==> src/rtl/pipe_pkg.sv <==
// Shared types and helpers for the elastic pipeline stage buffer.
// Pointer width helper keeps DEPTH=1 legal (a one-entry buffer still needs a 1-bit pointer).
package pipe_pkg;

    localparam int PIPE_W_DEFAULT = 32;

    typedef logic [31:0] perf_cnt_t;

    function automatic int ptr_w(input int depth);
        int w;
        w = $clog2(depth);
        return (w < 1) ? 1 : w;
    endfunction

endpackage

==> src/rtl/pipe_stage_buf_if.sv <==
// Valid/ready bus between two pipeline stages, seen from both ends.
// master = upstream producer plus downstream consumer (bench/stages); slave = the buffer itself.
interface pipe_stage_buf_if
    import pipe_pkg::*;
#(
    parameter int WIDTH = PIPE_W_DEFAULT,
    parameter int DEPTH = 2
);
    localparam int CNT_W = $clog2(DEPTH + 1);

    logic             in_valid;
    logic             in_ready;
    logic [WIDTH-1:0] in_data;
    logic             out_valid;
    logic             out_ready;
    logic [WIDTH-1:0] out_data;
    logic [CNT_W-1:0] count;

    modport master (
        output in_valid, in_data, out_ready,
        input  in_ready, out_valid, out_data, count
    );

    modport slave (
        input  in_valid, in_data, out_ready,
        output in_ready, out_valid, out_data, count
    );

endinterface

==> src/rtl/pipe_buf_mem.sv <==
// Storage array for the stage buffer: synchronous write, asynchronous read.
// Latency: written data readable after the write edge. No backpressure; caller gates we.
// Reset loads every entry with RESET_VAL so the read port never shows X.
module pipe_buf_mem #(
    parameter int               WIDTH     = 32,
    parameter int               DEPTH     = 2,
    parameter int               ADDR_W    = 1,
    parameter logic [WIDTH-1:0] RESET_VAL = '0
) (
    input  logic              clk,
    input  logic              reset,
    input  logic              we,
    input  logic [ADDR_W-1:0] waddr,
    input  logic [WIDTH-1:0]  wdata,
    input  logic [ADDR_W-1:0] raddr,
    output logic [WIDTH-1:0]  rdata
);

    logic [WIDTH-1:0] r_mem [DEPTH];

    always_ff @(posedge clk) begin
        if (reset) begin
            for (int i = 0; i < DEPTH; i++) begin
                r_mem[i] <= RESET_VAL;
            end
        end else if (we) begin
            r_mem[waddr] <= wdata;
        end
    end

    assign rdata = r_mem[raddr];

endmodule

==> src/rtl/pipe_stage_buf.sv <==
// Elastic pipeline register, DEPTH x WIDTH FIFO with valid/ready on both sides, global stall and flush.
// Latency: 1 cycle push to out_valid. in_ready depends only on enable and stored count (no out_ready path).
// Backpressure: a full buffer refuses pushes even while popping. PIPE_STAGE_PERF_EN adds stall/bubble counters.
module pipe_stage_buf
    import pipe_pkg::*;
#(
    parameter int               WIDTH     = PIPE_W_DEFAULT,
    parameter int               DEPTH     = 2,
    parameter logic [WIDTH-1:0] RESET_VAL = '0
) (
    input  logic                   clk,
    input  logic                   reset,
    input  logic                   enable,
    input  logic                   flush,
    pipe_stage_buf_if.slave        bus
`ifdef PIPE_STAGE_PERF_EN
    ,
    output perf_cnt_t              perf_stall,
    output perf_cnt_t              perf_bubble
`endif
);

    localparam int                PTR_W = ptr_w(DEPTH);
    localparam int                CNT_W = $clog2(DEPTH + 1);
    localparam logic [PTR_W-1:0]  LAST  = PTR_W'(DEPTH - 1);

    logic [PTR_W-1:0] r_wr_ptr;
    logic [PTR_W-1:0] r_rd_ptr;
    logic [CNT_W-1:0] r_count;

    logic             w_in_ready;
    logic             w_out_valid;
    logic             w_push;
    logic             w_pop;
    logic             w_mem_we;
    logic [WIDTH-1:0] w_rdata;

    function automatic logic [PTR_W-1:0] ptr_inc(input logic [PTR_W-1:0] p);
        return (p == LAST) ? '0 : p + 1'b1;
    endfunction

    assign w_in_ready  = enable && (r_count < CNT_W'(DEPTH));
    assign w_out_valid = (r_count != '0);
    assign w_push      = enable && bus.in_valid && w_in_ready;
    assign w_pop       = enable && w_out_valid && bus.out_ready;
    // A push in the flush cycle must not land in storage.
    assign w_mem_we    = w_push && !flush;

    always_ff @(posedge clk) begin
        if (reset) begin
            r_wr_ptr <= '0;
            r_rd_ptr <= '0;
            r_count  <= '0;
        end else if (enable && flush) begin
            r_wr_ptr <= '0;
            r_rd_ptr <= '0;
            r_count  <= '0;
        end else begin
            if (w_push) begin
                r_wr_ptr <= ptr_inc(r_wr_ptr);
            end
            if (w_pop) begin
                r_rd_ptr <= ptr_inc(r_rd_ptr);
            end
            if (w_push && !w_pop) begin
                r_count <= r_count + 1'b1;
            end else if (!w_push && w_pop) begin
                r_count <= r_count - 1'b1;
            end
        end
    end

    pipe_buf_mem #(
        .WIDTH     (WIDTH),
        .DEPTH     (DEPTH),
        .ADDR_W    (PTR_W),
        .RESET_VAL (RESET_VAL)
    ) u_mem (
        .clk   (clk),
        .reset (reset),
        .we    (w_mem_we),
        .waddr (r_wr_ptr),
        .wdata (bus.in_data),
        .raddr (r_rd_ptr),
        .rdata (w_rdata)
    );

    assign bus.in_ready  = w_in_ready;
    assign bus.out_valid = w_out_valid;
    assign bus.out_data  = w_out_valid ? w_rdata : RESET_VAL;
    assign bus.count     = r_count;

`ifdef PIPE_STAGE_PERF_EN
    perf_cnt_t r_perf_stall;
    perf_cnt_t r_perf_bubble;

    // Saturating; flush leaves the history intact.
    always_ff @(posedge clk) begin
        if (reset) begin
            r_perf_stall  <= '0;
            r_perf_bubble <= '0;
        end else if (enable) begin
            if (bus.in_valid && !w_in_ready && (r_perf_stall != '1)) begin
                r_perf_stall <= r_perf_stall + 1'b1;
            end
            if (!w_out_valid && bus.out_ready && (r_perf_bubble != '1)) begin
                r_perf_bubble <= r_perf_bubble + 1'b1;
            end
        end
    end

    assign perf_stall  = r_perf_stall;
    assign perf_bubble = r_perf_bubble;
`endif

endmodule

==> src/flat_wrapper.sv <==
// flat-port wrapper written by rule: the top's interface ports become plain ports
module pipe_stage_buf_flat import pipe_pkg::*;
#(
    parameter int               WIDTH     = PIPE_W_DEFAULT,
    parameter int               DEPTH     = 2,
    parameter logic [WIDTH-1:0] RESET_VAL = '0
)
  (clk, reset, enable, flush, bus_in_valid, bus_in_data, bus_out_ready, bus_in_ready, bus_out_valid, bus_out_data, bus_count);
  pipe_stage_buf_if #(.WIDTH(WIDTH), .DEPTH(DEPTH)) bus_i ();
  input  logic clk;
  input  logic reset;
  input  logic enable;
  input  logic flush;
  input wire logic [$bits(bus_i.in_valid)-1:0] bus_in_valid;
  input wire logic [$bits(bus_i.in_data)-1:0] bus_in_data;
  input wire logic [$bits(bus_i.out_ready)-1:0] bus_out_ready;
  output wire logic [$bits(bus_i.in_ready)-1:0] bus_in_ready;
  output wire logic [$bits(bus_i.out_valid)-1:0] bus_out_valid;
  output wire logic [$bits(bus_i.out_data)-1:0] bus_out_data;
  output wire logic [$bits(bus_i.count)-1:0] bus_count;
  assign bus_i.in_valid = bus_in_valid;
  assign bus_i.in_data = bus_in_data;
  assign bus_i.out_ready = bus_out_ready;
  assign bus_in_ready = bus_i.in_ready;
  assign bus_out_valid = bus_i.out_valid;
  assign bus_out_data = bus_i.out_data;
  assign bus_count = bus_i.count;
  pipe_stage_buf #(.WIDTH(WIDTH), .DEPTH(DEPTH), .RESET_VAL(RESET_VAL)) u_core (.clk(clk), .reset(reset), .enable(enable), .flush(flush), .bus(bus_i));
endmodule
==> config.mk <==
export PLATFORM = sky130hd
export DESIGN_NAME = pipe_stage_buf_flat
export DESIGN_NICKNAME = d
export VERILOG_FILES = /design/src/rtl/pipe_pkg.sv /design/src/rtl/pipe_stage_buf_if.sv /design/src/rtl/pipe_buf_mem.sv /design/src/rtl/pipe_stage_buf.sv /design/src/flat_wrapper.sv
export SDC_FILE = /design/constraint.sdc
export NUM_CORES = 1
export LEC_CHECK = 0
export CAP_MARGIN = 0
export CORE_ASPECT_RATIO = 0.6
export CORE_MARGIN = 2
export CORE_UTILIZATION = 45
export DETAILED_ROUTE_END_ITERATION = 10
export PLACE_DENSITY = 0.76
export RECOVER_POWER = 100
export REMOVE_ABC_BUFFERS = 1
export SLEW_MARGIN = 20
export SYNTH_ARGS = -nofsm -noshare
export SYNTH_HDL_FRONTEND = slang
export SYNTH_HIERARCHICAL = 1
export SYNTH_SLANG_ARGS = --single-unit
==> constraint.sdc <==
create_clock -name clk -period 2.1 [get_ports clk]
set_input_delay 0.63 -clock clk [delete_from_list [all_inputs] [get_ports clk]]
set_output_delay 0.63 -clock clk [all_outputs]
set_load 0.01 [all_outputs]
==> flow_metrics.py <==
metrics = {
    "detailed_routing": {
        "wl_um": 7830,
        "route.vias.total": 2240,
        "drt_iter0_markers": 136,
        "drc": 0,
        "wl_per_cell_um": 17.9,
        "first_pass_iters": 4,
        "antenna_left": 0,
        "routed_via_density": 5.13,
    },
    "power_and_ir_drop": {
        "p_leak_nw": 2.08,
        "p_per_area_nw_per_um2": 750,
        "ir_worst_vdd_mv": 0.425,
        "power_mw": 3.53,
    },
    "logic_synthesis": {
        "synth-simple-area-share": 0.206,
        "synth.mux.area_fraction": 0.112,
        "synth_top_family_by_area": "simple AND/OR/NAND/NOR gates",
        "ys_ff_latch": 68,
        "syn_area_um2": 3230,
        "yosysSeqAreaShare": 0.620,
        "ys.warnings.count": 6,
        "avgSynthCellArea_um2": 13.7,
        "synth_compound_area_frac": 0.0124,
        "syn_inst": 236,
        "synth_cell_types": 23,
        "synth_fa_ha_area_frac": 0.00387,
        "synth_xor_area_frac": 0.0108,
    },
    "run": {
        "max_cap_viol_count": 0,
    },
    "global_routing": {
        "overflow": 0,
        "grt.met1_usage": 0.247,
        "grt_max_degree": 19,
        "grt.busiest_layer": "met2",
        "grt_use_total": 0.194,
        "grt_use_met3": 0.0647,
        "grt_util_met2": 0.314,
        "grt_pass1_vias": 2278,
        "antenna_found_initial": 0,
        "grt_pass1_wl_um": 11500,
    },
    "floorplan": {
        "start_util": 0.474,
        "ioPinCount": 74,
        "dieArea_um2": 7900,
        "die_w_um": 113,
        "die_y_um": 69.6,
        "coreArea_um2": 6820,
        "num_rows": 23,
    },
    "clocking": {
        "cts.path.max_buffers": 2,
        "numCtsBuffers": 9,
        "cts_tree": "built",
        "cts_sinks": 68,
        "clk_pin_slew_ns": 0.05,
        "htree_levels": 3,
        "cts-root-buf": "clkbuf_16",
        "insertion_delay_ns": 0.32,
    },
    "sta": {
        "slew_headroom": 0.702,
        "fin_hold_ws_ns": 0.687,
        "finalCritPeriodShare": 1.05,
        "finalCriticalPeriod_ns": 2.20,
        "fmax_mhz": 455,
        "slew_viol_final": 0,
        "rsz0062_at_grt": "true",
        "setup_tns_ns": -1.53,
        "finalSetupViolCount": 28,
        "hold_viol_final": 0,
        "max_slew.worst_pin.slew_ns": 0.447,
        "skew_ns": 0.00400,
        "layout_setup_ws_ns": -0.0972,
    },
    "cells_and_area": {
        "final_layout_size_suffix_gt1_frac": 0.349,
        "stdcell_count": 437,
        "area_growth_pct": 45.9,
        "post-route-util": 0.691,
        "final_cell_area_um2": 4710,
        "antenna_cells": 0,
        "final_nets": 386,
    },
    "critical_path": {
        "path_max_fanout": 6,
        "r2r_setup_slack_ns": 0.28,
        "arrival_ns": 1.57,
        "cp-start-kind": "register",
        "reg2regPathDepth": 6,
        "path_cells": "clkbuf_16 -> buf_4 -> mux2_4 -> nor2b_4 -> buf_6",
        "crit_required_ns": 1.47,
        "setup.worst_path.end_class": "output pin",
        "slowest_delay_ns": 0.43,
        "critical_path_class": "reg2out",
        "critical_path.slowest_cell": "dfxtp_4",
    },
    "run_status": {
        "violations": "negative setup slack",
        "status": "complete, but fails checks",
    },
    "worst_hold_path": {
        "hold_path_class": "reg2reg",
        "whs_path_depth": 3,
    },
    "place": {
        "place_ws_ns": -0.302,
        "post-dp-hpwl_um": 4490,
        "gp_congestion": 0.808,
        "io_buffers": 73,
        "dpl_cell_area_um2": 4240,
        "dp_cells": 402,
    },
}
-- worst max-delay path: cells and delay by family (launching register included) --
family,cells,cell delay (ns)
buffers and inverters,3,0.38
muxes,1,0.30
and+or+nand+nor,1,0.13
DFF,1,0.43
-- flip-flops by register name, indices dropped and copies added (netlist names) --
signal              count
u_core/r_wr_ptr         1
u_core/u_mem/r_mem     64
u_core/bus.count        2
u_core/r_rd_ptr         1
-- timing repair --
item                                    in CTS  in global routing
resized for setup                          131                 62
setup buffers                                3                 16
pin swaps                                    1                  3
endpoints found under the setup margin      34                 64
hold buffers                                 0                  0
gates cloned                                 1                  2
hold endpoints to repair                     0                  0
-- cell usage after synthesis, drive strengths merged --
| library cell | number | area share |
|---|---|---|
| a21oi | 1 | 0.0015 |
| buf | 13 | 0.028 |
| and2 | 32 | 0.062 |
| o211ai | 1 | 0.0023 |
| a21o | 3 | 0.0070 |
| inv | 3 | 0.0035 |
| clkbuf | 3 | 0.0035 |
| nand3b | 1 | 0.0023 |
| nor2b | 34 | 0.067 |
| mux2 | 32 | 0.11 |
| dfxtp | 4 | 0.025 |
| ha | 1 | 0.0039 |
| o21ai | 1 | 0.0015 |
| xor2 | 4 | 0.011 |
| nor3b | 1 | 0.0058 |
| or3 | 1 | 0.0019 |
| nor2 | 5 | 0.0058 |
| edfxtp | 64 | 0.59 |
| and3 | 32 | 0.062 |
-- kinds of logic after synthesis --
logic type / after synthesis
AOI/OAI and AO/OA: 6
xor gates and xnor gates: 4
adders and majority gates: 1
buffers and inverters: 19
DFF: 68
muxes: 32
and+or+nand+nor: 106
-- worst paths after layout --
| check | from | end |
|---|---|---|
| setup / recovery | u_core/r_rd_ptr | bus_out_data[7] |
| hold / removal | u_core/bus.count[1] | u_core/bus.count[1] |
| setup reg to reg | u_core/bus.count[1] | u_core/u_mem/r_mem[1][6] |
| hold reg to reg | u_core/bus.count[1] | u_core/bus.count[1] |
-- routing by layer --
layer	share of wire	up-vias	routed length, um
li1	-	1061	-
met5	0	-	0
met2	0.49	90	3800
met1	0.42	1083	3300
met3	0.086	6	673
met4	0.0064	0	50
-- cell type report --
class / instances / area [um2]
repair buffers: 116 / 1060
multi-input cells: 149 / 1260
flip-flops and latches: 68 / 2010
clock buffers: 9 / 225
inverters: 3 / 11.3
fillers: 515 / 2110
clock inverters: 5 / 45.0
well taps: 87 / 109
-- power breakdown --
part,internal [mW],switching [mW],total (mW),leakage (nW)
Sequential,1.55,0.0274,1.58,0.699
Combinational,0.322,0.254,0.576,1.25
Clock,0.887,0.490,1.38,0.131
Total,2.76,0.771,3.53,2.08
-- cells in the final DEF (no fill, tap or decap), types with 2 or more instances in the layout --
cell type	synthesis	layout
and3_1	32	32
buf_6	3	18
and2_0	0	3
and2_1	32	29
clkbuf_2	0	5
mux2_2	2	2
edfxtp_1	64	64
nor2b_1	33	25
a21o_1	3	3
clkinv_1	0	4
nor2b_4	0	8
clkbuf_4	0	5
mux2_1	30	9
inv_1	3	3
dlygate4sd3_1	0	2
nor2_1	5	4
buf_4	3	17
clkdlybuf4s50_1	0	36
xor2_1	4	4
buf_12	0	3
clkbuf_16	0	11
buf_2	7	24
mux2_4	0	21
dfxtp_1	4	3
No activity file was read; power rests on OpenSTA's default activity.
